===== config.mk =====
export PLATFORM = sky130hd
export DESIGN_NAME = pipeline_debug_ctrl
export DESIGN_NICKNAME = d
export VERILOG_FILES = /design/src/rtl/pipeline_debug_ctrl.sv
export SDC_FILE = /design/constraint.sdc
export NUM_CORES = 1
export LEC_CHECK = 0
export BUFFER_PORTS_ARGS = -buffer_cell sky130_fd_sc_hd__buf_2
export CORE_UTILIZATION = 31
export CTS_CLUSTER_SIZE = 25
export DETAILED_ROUTE_END_ITERATION = 7
export PLACE_DENSITY = 0.47
export SYNTH_ARGS = -nofsm -noshare
export SYNTH_HDL_FRONTEND = slang
export SYNTH_SLANG_ARGS = --single-unit

===== constraint.sdc =====
create_clock -name i_clock -period 5.5 [get_ports i_clock]
set_input_delay 1.1 -clock i_clock [delete_from_list [all_inputs] [get_ports i_clock]]
set_output_delay 1.1 -clock i_clock [all_outputs]
set_load 0.01 [all_outputs]

===== src/rtl/pipeline_debug_ctrl.sv =====
// Purpose : host-byte-driven run/step/reset/dump controller for the 5-stage MIPS pipeline.
// Latency : commands act the cycle after acceptance; each reg/mem dump word costs 2 LOAD cycles.
// Backpressure: o_rx_ready only in IDLE; dump/ack bytes wait on i_tx_ready with o_tx_data held.
//
// Ports:
//   i_clock, i_reset (async, active-low)
//   i_rx_data/i_rx_valid/o_rx_ready : command byte stream (0x01 RUN, 0x02 STEP, 0x03 DUMP, 0x04 RESET)
//   o_tx_data/o_tx_valid/i_tx_ready : dump (and optional ack) byte stream, MSB first per word
//   o_pipe_valid, o_pipe_reset, i_halt, i_pc : pipeline enable, reset pulse, HALT retire, fetch PC
//   o_dbg_reg_addr/i_dbg_reg_data, o_dbg_mem_addr/i_dbg_mem_data : debug read ports, 1-cycle read latency
//   o_cycle_count (saturating enabled-cycle count), o_halted (sticky)
// Optional: define DBG_ACK_EN to emit 0xA1/0xA2/0xA4 after RUN-halt/STEP/RESET completion.
module pipeline_debug_ctrl #(
  parameter int NB_REG        = 32,
  parameter int NB_BYTE       = 8,
  parameter int NB_REG_ADDR   = 5,
  parameter int REGFILE_DEPTH = 32,
  parameter int NB_DMEM_ADDR  = 11,
  parameter int N_DUMP_WORDS  = 16
) (
  input  logic                    i_clock,
  input  logic                    i_reset,
  input  logic [NB_BYTE-1:0]      i_rx_data,
  input  logic                    i_rx_valid,
  output logic                    o_rx_ready,
  output logic [NB_BYTE-1:0]      o_tx_data,
  output logic                    o_tx_valid,
  input  logic                    i_tx_ready,
  output logic                    o_pipe_valid,
  output logic                    o_pipe_reset,
  input  logic                    i_halt,
  input  logic [NB_REG-1:0]       i_pc,
  output logic [NB_REG_ADDR-1:0]  o_dbg_reg_addr,
  input  logic [NB_REG-1:0]       i_dbg_reg_data,
  output logic [NB_DMEM_ADDR-1:0] o_dbg_mem_addr,
  input  logic [NB_REG-1:0]       i_dbg_mem_data,
  output logic [NB_REG-1:0]       o_cycle_count,
  output logic                    o_halted
);
  localparam int NBYTES    = NB_REG / NB_BYTE;
  localparam int BIDX_W    = $clog2(NBYTES + 1);
  localparam int N_ITEMS   = 2 + REGFILE_DEPTH + N_DUMP_WORDS;  // PC, count, regs, mem words
  localparam int ITEM_W    = $clog2(N_ITEMS + 1);
  localparam int FIRST_MEM = 2 + REGFILE_DEPTH;

  localparam logic [NB_BYTE-1:0] CMD_RUN  = NB_BYTE'(8'h01);
  localparam logic [NB_BYTE-1:0] CMD_STEP = NB_BYTE'(8'h02);
  localparam logic [NB_BYTE-1:0] CMD_DUMP = NB_BYTE'(8'h03);
  localparam logic [NB_BYTE-1:0] CMD_RST  = NB_BYTE'(8'h04);
  localparam logic [NB_BYTE-1:0] ACK_BASE = NB_BYTE'(8'hA0);

`ifdef DBG_ACK_EN
  localparam bit ACK_EN = 1'b1;
`else
  localparam bit ACK_EN = 1'b0;
`endif

  typedef enum logic [2:0] {S_IDLE, S_RUN, S_STEP, S_PRST, S_LOAD, S_SEND} state_t;

  state_t              state, state_nxt;
  logic [NB_REG-1:0]   shreg;       // outgoing word, top byte is on o_tx_data
  logic [NB_REG-1:0]   cnt_cap;     // cycle count frozen at DUMP accept
  logic [BIDX_W-1:0]   byte_idx;
  logic [ITEM_W-1:0]   item;
  logic [ITEM_W-1:0]   item_inc;
  logic                load_phase;  // 0: address on bus, 1: read data valid
  logic                ack_pend;    // SEND is carrying a single ack byte, not dump data
  logic [NB_BYTE-1:0]  ack_code;
  logic                halt_fin, dump_go, tx_fire, last_byte, last_item;

  assign o_tx_data = shreg[NB_REG-1 -: NB_BYTE];

  always_comb begin
    state_nxt = state;
    ack_code  = ACK_BASE;
    halt_fin  = 1'b0;
    dump_go   = 1'b0;
    tx_fire   = 1'b0;
    last_byte = (byte_idx == BIDX_W'(NBYTES - 1));
    last_item = (item == ITEM_W'(N_ITEMS - 1));
    item_inc  = item + 1'b1;
    case (state)
      S_IDLE: begin
        if (i_rx_valid) begin
          case (i_rx_data)
            CMD_RUN:  if (!o_halted) state_nxt = S_RUN;
            CMD_STEP: if (!o_halted) state_nxt = S_STEP;
            CMD_DUMP: begin
              state_nxt = S_SEND;
              dump_go   = 1'b1;
            end
            CMD_RST:  state_nxt = S_PRST;
            default:  state_nxt = S_IDLE;
          endcase
        end
      end
      S_RUN: begin
        ack_code = ACK_BASE | CMD_RUN;
        if (i_halt) begin
          halt_fin  = 1'b1;
          state_nxt = ACK_EN ? S_SEND : S_IDLE;
        end
      end
      S_STEP: begin
        ack_code  = ACK_BASE | CMD_STEP;
        halt_fin  = 1'b1;
        state_nxt = ACK_EN ? S_SEND : S_IDLE;
      end
      S_PRST: begin
        ack_code  = ACK_BASE | CMD_RST;
        halt_fin  = 1'b1;
        state_nxt = ACK_EN ? S_SEND : S_IDLE;
      end
      S_LOAD: if (load_phase) state_nxt = S_SEND;
      S_SEND: begin
        if (i_tx_ready) begin
          tx_fire = 1'b1;
          if (ack_pend || (last_byte && last_item)) state_nxt = S_IDLE;
          // the cycle-count item is already captured, only reg/mem items need a read
          else if (last_byte) state_nxt = (item_inc == ITEM_W'(1)) ? S_SEND : S_LOAD;
        end
      end
      default: state_nxt = S_IDLE;
    endcase
  end

  // State and Moore outputs, all decoded from the next state so they come straight off flops.
  always_ff @(posedge i_clock or negedge i_reset) begin
    if (!i_reset) begin
      state        <= S_IDLE;
      o_rx_ready   <= 1'b1;
      o_tx_valid   <= 1'b0;
      o_pipe_valid <= 1'b0;
      o_pipe_reset <= 1'b0;
    end else begin
      state        <= state_nxt;
      o_rx_ready   <= (state_nxt == S_IDLE);
      o_tx_valid   <= (state_nxt == S_SEND);
      o_pipe_valid <= (state_nxt == S_RUN) || (state_nxt == S_STEP);
      o_pipe_reset <= (state_nxt == S_PRST);
    end
  end

  always_ff @(posedge i_clock or negedge i_reset) begin
    if (!i_reset) begin
      o_cycle_count  <= '0;
      o_halted       <= 1'b0;
      shreg          <= '0;
      cnt_cap        <= '0;
      byte_idx       <= '0;
      item           <= '0;
      load_phase     <= 1'b0;
      ack_pend       <= 1'b0;
      o_dbg_reg_addr <= '0;
      o_dbg_mem_addr <= '0;
    end else begin
      if (state == S_PRST) begin
        o_cycle_count <= '0;
        o_halted      <= 1'b0;
      end else if (o_pipe_valid) begin
        if (o_cycle_count != '1) o_cycle_count <= o_cycle_count + 1'b1;
        if (i_halt) o_halted <= 1'b1;
      end

      if (dump_go) begin
        shreg    <= i_pc;
        cnt_cap  <= o_cycle_count;
        item     <= '0;
        byte_idx <= '0;
        ack_pend <= 1'b0;
      end

      if (ACK_EN && halt_fin) begin
        shreg    <= NB_REG'(ack_code) << (NB_REG - NB_BYTE);
        byte_idx <= '0;
        ack_pend <= 1'b1;
      end

      if (state == S_LOAD) begin
        load_phase <= ~load_phase;
        if (load_phase) shreg <= (item < ITEM_W'(FIRST_MEM)) ? i_dbg_reg_data : i_dbg_mem_data;
      end

      if (tx_fire) begin
        shreg    <= shreg << NB_BYTE;
        byte_idx <= byte_idx + 1'b1;
        if (ack_pend) begin
          ack_pend <= 1'b0;
        end else if (last_byte && !last_item) begin
          item     <= item_inc;
          byte_idx <= '0;
          if (item_inc == ITEM_W'(1)) begin
            shreg <= cnt_cap;
          end else begin
            load_phase <= 1'b0;
            if (item_inc < ITEM_W'(FIRST_MEM))
              o_dbg_reg_addr <= NB_REG_ADDR'(item_inc - ITEM_W'(2));
            else
              o_dbg_mem_addr <= NB_DMEM_ADDR'(item_inc - ITEM_W'(FIRST_MEM));
          end
        end
      end
    end
  end
endmodule


==> impl_metrics.csv, run 1 <==
group,metric,value,unit
outcome,status,"complete, no violations",
synthesis,synth_area,6947,um2
worst_setup_path,cp.required,5.80,ns
cts,clkTransAtPathRegs,0.06,ns
sta,fin_crit_sh,58.95,%
synthesis,yosysSeqAreaShare,45.77,%
synthesis,synthTopCellsByCount,"261 x nand2_1, 126 x dfrtp_1, 37 x nand3_1",
power,clock_power_share,40.5,%
die,num_rows,54,
power,comb_power_share,17.7,%
worst_setup_path,cp-end-kind,"flip-flop",
grt,grt_use_total,19.80,%
sta,final.setup.tns,0,ns
synthesis,synth_fp_nets,921,
power,p_seq_share,41.8,%
place,dp.final_hpwl,15500,um
synthesis,yosys.area.top_type_share,45.39,%
die,num_io_pins,170,
power,intPower,0.002109,W
power,fin_total_pwr,0.002901,W
power,ir_drop,0.0001719,V
layout,drive_gt1_share,26.26,%
layout,nNetsFinal,1059,
routing,drc,0,
grt,grt_antenna_before_repair,0,
synthesis,syn_avg_cell_area,8.629,um2
worst_setup_path,cp_max_fo,24,
power,power.leakage,4.214,nW
synthesis,synthTopCellsByArea,"dfrtp_1 45%, nand2_1 14%, o221a_2 3.9%",
sta,rsz0062_at_grt,"false",
worst_setup_path,cp-start-kind,"flip-flop",
cts,cts_buffers,17,
grt,gr-total-overflow,0,
worst_setup_path,crit_type,"flip-flop to flip-flop",
worst_setup_path,worstPathArrival,3.54,ns
grt,grt_pass1_vias,6085,
synthesis,yosys_warnings,0,
sta,fin_skew,0.009699,ns
die,die_w,151.7,um
power,p_per_area,339.9,nW/um2
cts,htree_levels,4,
place,finalWeightedCongestion,0.8141,
cts,cts_setup_buffers,0,
routing,vias_per_cell,5.182,
sta,worst_slew_pin_slew,1.113,ns
routing,firstDrtPassIters,6,
cts,clock-sinks,127,
synthesis,netlist_instances,805,
synthesis,synth_cell_types,67,
sta,period_minus_slack,3.242,ns
power,swShare,27.32,%
power,p_switching,0.0007925,W
die,core_region_area,21890,um2
cts,clk_latency,0.43,ns
routing,antenna_left,0,
cts,cts_hold_buf,0,
synthesis,synth_most_common_cell,"nand2_1",
routing,routedWlPerCell,17.75,um
routing,vias,6410,
synthesis,yosys.area.top_type,"dfrtp_1",
place,port_buffers,169,
sta,final-setup-viol-count,0,
sta,drv_slew,0,
die,die-area,23010,um2
synthesis,synth-async-reset-ratio,100.0,%
layout,area_growth,22.87,%
cts,max-clock-path-buffers,2,
die,start_util,31.73,%
die,fp.dieH,151.7,um
synthesis,synth_edf_count,0,
routing,drt-initial-drc-count,421,
sta,hold_violations,0,
grt,grt_pass1_wl,34380,um
sta,slew_headroom,25.60,%
grt,grt_max_degree,70,
routing,routed_wl,21950,um
cts,cts_resized,0,
synthesis,synthFlopType,"dfrtp_1",
cts,cts.root.buffer_cell,"clkbuf_16",
flow_run,drv_cap,0,
synthesis,ys_ff_latch,127,
min_path,hold_class,"flip-flop to flip-flop",
sta,fmax,0.3084,GHz
cts,cts_tree,"built",
-- critical path: stages (launching register included) --
cell and delay [ns]:
dfrtp_1 0.49, ha_1 0.38, nor4_1 0.48, o2111a_1 0.37, nand3_1 0.81, o221a_2 0.57
-- power by group through the flow --
stage	logic (W)	clock network, W	registers, W
2_1_floorplan	0.000393	0	0.00118
3_3_place_gp	0.000504	0	0.00123
3_5_place_dp	0.000520	0	0.00123
4_1_cts	0.000520	0.00120	0.00121
5_1_grt	0.000582	0.00124	0.00123
6_report	0.000514	0.00117	0.00121
-- registers in the layout, summed over array words and instances (netlist names) --
name,cells
o_pipe_reset,1
state,3
o_dbg_reg_addr,5
item,6
o_pipe_valid,1
cnt_cap,32
ack_pend,1
o_rx_ready,1
shreg,32
load_phase,1
o_halted,1
byte_idx,3
o_tx_valid,1
o_dbg_mem_addr,7
o_cycle_count,32
-- cells by family (layout without fill, tap and decap cells) --
group,after synthesis,count (layout),synth area share [%]
flip-flops,127,127,45.77
other,0,1,0
XOR/XNOR,13,13,1.639
multiplexers,10,10,1.549
AND/OR/NAND/NOR,417,417,27.50
buffers and inverters,72,223,5.097
adder cells (fa/ha/maj),7,7,1.261
AO/OA/AOI/OAI,159,159,17.18
-- final timing paths --
check | slack (ns) | to | from | cells past startpoint
max | 2.26 | shreg[31] | item[0] | 5
min | 0.48 | o_dbg_mem_addr[0] | o_dbg_mem_addr[0] | 2
max reg2reg | 2.26 | shreg[31] | item[0] | 5
min reg2reg | 0.48 | o_dbg_mem_addr[0] | o_dbg_mem_addr[0] | 2
max in group asynchronous | 3.76 | shreg[13] | i_reset | 2
min in group asynchronous | 0.67 | shreg[26] | i_reset | 1
-- cell usage in the layout (no fill, tap or decap), types with 6 or more instances in the layout --
cell type  count
a21oi_1       27
a31oi_1       25
a32o_1         8
and3_1        31
buf_2        168
buf_4         10
clkbuf_16     17
dfrtp_1      126
ha_1           7
inv_1         13
mux2_2         6
nand2_1      261
nand3_1       37
nand4_1        8
nor2_1        17
nor4_1         8
o21ai_0       27
o21ai_1        9
o221a_2       24
o31ai_1        8
or3_1         16
or4_1          9
xnor2_1        8
-- through the flow --
stage                     hold WS [ns]  setup slack [ns]  cell area, um2  utilization, %  instances
after floorplan                 0.4464             2.838            6947               -        805
after global placement          0.4670             2.053            7928           36.21       1204
after detailed placement        0.4686             1.946            7928           36.21       1204
after CTS                       0.4829             2.253            8533           38.98       1236
after global routing            0.5038             1.961            8533           38.98       1236
final                           0.4773             2.258            8536           38.99       1237
-- final cells by class --
class                      count  area [um2]
tap                          280       350.3
timing repair buffer         178       915.9
clock buffer                  21       440.4
antenna                        1       2.502
clock inverter                11       165.2
inverter                      13       48.80
multi-input combinational    606        3433
sequential                   127        3179
fill                        2285       13360
-- layer usage --
layer / global-route usage [%] / vias up / wire [um] / part of all wire (%)
met5: 0 / - / 0 / 0
met4: 5.941 / 0 / 274 / 1.2
met3: 3.263 / 20 / 963 / 4.4
met2: 29.95 / 156 / 9893 / 45
met1: 28.75 / 3107 / 10820 / 49
li1: - / 3127 / - / -
(Power assumes the default switching activity.)
==> run 2: changes to the inputs <==
- clock period: 5.5 -> 3.4 ns (I/O delays scaled with it)
==> run 2 against run 1 <==
Flip-flop and latch count stayed put; via count is 0.48% lower; register-to-register slack worse by 1.5 ns; sequential power grew 63%; critical path type unchanged.
==> impl_metrics.csv, run 2 (synthesis results as in run 1) <==
group,metric,value,unit
sta,worst_slew_pin_slew,0.9308,ns
worst_setup_path,worstPathCellList,"ha_1, xnor2_1, ha_1, inv_1, o221ai_1, mux2_2",
power,power.leakage,4.225,nW
sta,period_minus_slack,2.614,ns
cts,cts_hold_buf,0,
die,start_util,31.73,%
routing,firstDrtPassIters,5,
worst_setup_path,critPathMostFrequentCell,"ha_1",
sta,drv_slew,0,
grt,grt_use_total,19.32,%
sta,rsz0062_at_grt,"false",
worst_setup_path,worstPathArrival,2.91,ns
cts,cts_resized,0,
sta,final.setup.tns,0,ns
sta,finalWorstSetupSlack,0.7865,ns
cts,htree_levels,4,
worst_setup_path,cp.required,3.70,ns
die,core_region_area,21890,um2
cts,clkTransAtPathRegs,0.06,ns
die,num_io_pins,170,
worst_setup_path,crit_buf_inv,1,
routing,vias_per_cell,5.132,
layout,area_growth,23.11,%
layout,final_util,39.07,%
sta,fmax,0.3826,GHz
grt,grt_pass1_wl,33780,um
die,fp.dieH,151.7,um
routing,drc,0,
worst_setup_path,crit_type,"flip-flop to flip-flop",
flow_run,drv_cap,0,
min_path,hold_class,"input pin to asynchronous set/reset pin",
worst_setup_path,slowest_delay,0.65,ns
place,dp.cells,1211,
layout,final_common_cell,"nand2_1",
place,finalWeightedCongestion,0.7887,
cts,cts_setup_buffers,0,
cts,cts.root.buffer_cell,"clkbuf_16",
power,p_per_area,527.4,nW/um2
place,post-place-ws,0.7355,ns
sta,fin_crit_sh,76.87,%
power,fin_total_pwr,0.004510,W
routing,antenna_left,0,
layout,nNetsFinal,1066,
worst_setup_path,rr_worst_depth,6,
worst_setup_path,cp-start-kind,"flip-flop",
cts,cts_buffers,17,
worst_setup_path,cp-end-kind,"flip-flop",
sta,hold_violations,0,
cts,cts_tree,"built",
grt,grt_pass1_vias,5950,
grt,gr-total-overflow,0,
layout,num_antenna_cells,0,
sta,fin_skew,0.01251,ns
layout,nFillCells,2298,
cts,clock-sinks,127,
sta,slew_headroom,37.80,%
sta,final-setup-viol-count,0,
place,dp.final_hpwl,15590,um
routing,routedWlPerCell,17.52,um
place,port_buffers,169,
routing,routed_wl,21780,um
worst_setup_path,cp.depth,6,
layout,final_cells,1243,
power,ir_drop,0.0002743,V
grt,grt_max_degree,70,
outcome,status,"complete, no violations",
routing,vias,6379,
die,die_w,151.7,um
layout,drive_gt1_share,27.21,%
layout,reg.largest.list,"cnt_cap (32), o_cycle_count (32), shreg (32)",
worst_setup_path,cp_top_family,"adder cells",
die,num_rows,54,
layout,final_cell_mix,"261 x nand2_1, 168 x buf_2, 126 x dfrtp_1, 37 x nand3_1, 31 x and3_1",
cts,clk_latency,0.42,ns
worst_setup_path,cp_max_fo,11,
grt,grt_antenna_before_repair,0,
routing,drt-initial-drc-count,356,
die,die-area,23010,um2
cts,max-clock-path-buffers,2,
worst_setup_path,slowest_stage,"o221ai_1",
[run 2: changes by cell type in the layout (fill, tap and decap cells not counted)]
cell,delta
clkbuf_1,-4
inv_6,+1
diode_2,-1
bufinv_16,-3
clkinv_2,+3
clkinvlp_4,+3
buf_4,+5
buf_12,+2
[run 2: per-layer routing]
metal / track usage (%) / wire length (um) / up-vias
met3: 3.533 / 962 / 11
met5: 0 / 0 / -
met1: 27.88 / 10630 / 3053
li1: - / - / 3157
met4: 4.257 / 155 / 0
met2: 29.84 / 10020 / 158
[run 2: path summary, 6_finish.rpt]
kind / endpoint / slack (ns) / from
max in group asynchronous: o_cycle_count[5] / 2.30 / i_reset
hold reg to reg: cnt_cap[28] / 0.48 / cnt_cap[28]
min in group i_clock: cnt_cap[28] / 0.48 / cnt_cap[28]
hold / removal: shreg[26] / 0.27 / i_reset
setup / recovery: o_dbg_mem_addr[4] / 0.79 / item[1]
setup reg to reg: o_dbg_mem_addr[4] / 0.79 / item[1]
[run 2: final cells by class]
type                       count  area (um2)  area share [%]
clock buffer                  17       425.4           4.974
tap                          280       350.3           4.097
sequential                   127        3179           37.18
multi-input combinational    606        3433           40.15
timing repair buffer         185       993.5           11.62
clock inverter                15       121.4           1.419
inverter                      13       48.80          0.5706
[run 2: metrics by stage]
stage / hold slack (ns) / cell area, um2
CTS: 0.3000 / 8552
global route: 0.3071 / 8552
floorplan: 0.3844 / 6947
finish: 0.2749 / 8552
detailed placement: 0.4633 / 8005
global placement: 0.4607 / 8005
[run 2: power by group]
part	total (W)	internal (W)	switching (W)
logic	0.000850	0.000445	0.000405
clock network	0.00170	0.000997	0.000698
registers	0.00197	0.00175	0.000216
total	0.00451	0.00319	0.00132
[run 2: worst reg2reg max path, delay by kind of cell (launching register included)]
family	cells	cell delay, ns
AOI/OAI and AO/OA	1	0.65
xor gates and xnor gates	1	0.17
adders and majority gates	2	0.67
buffers and inverters	1	0.06
muxes	1	0.41
DFF	1	0.55
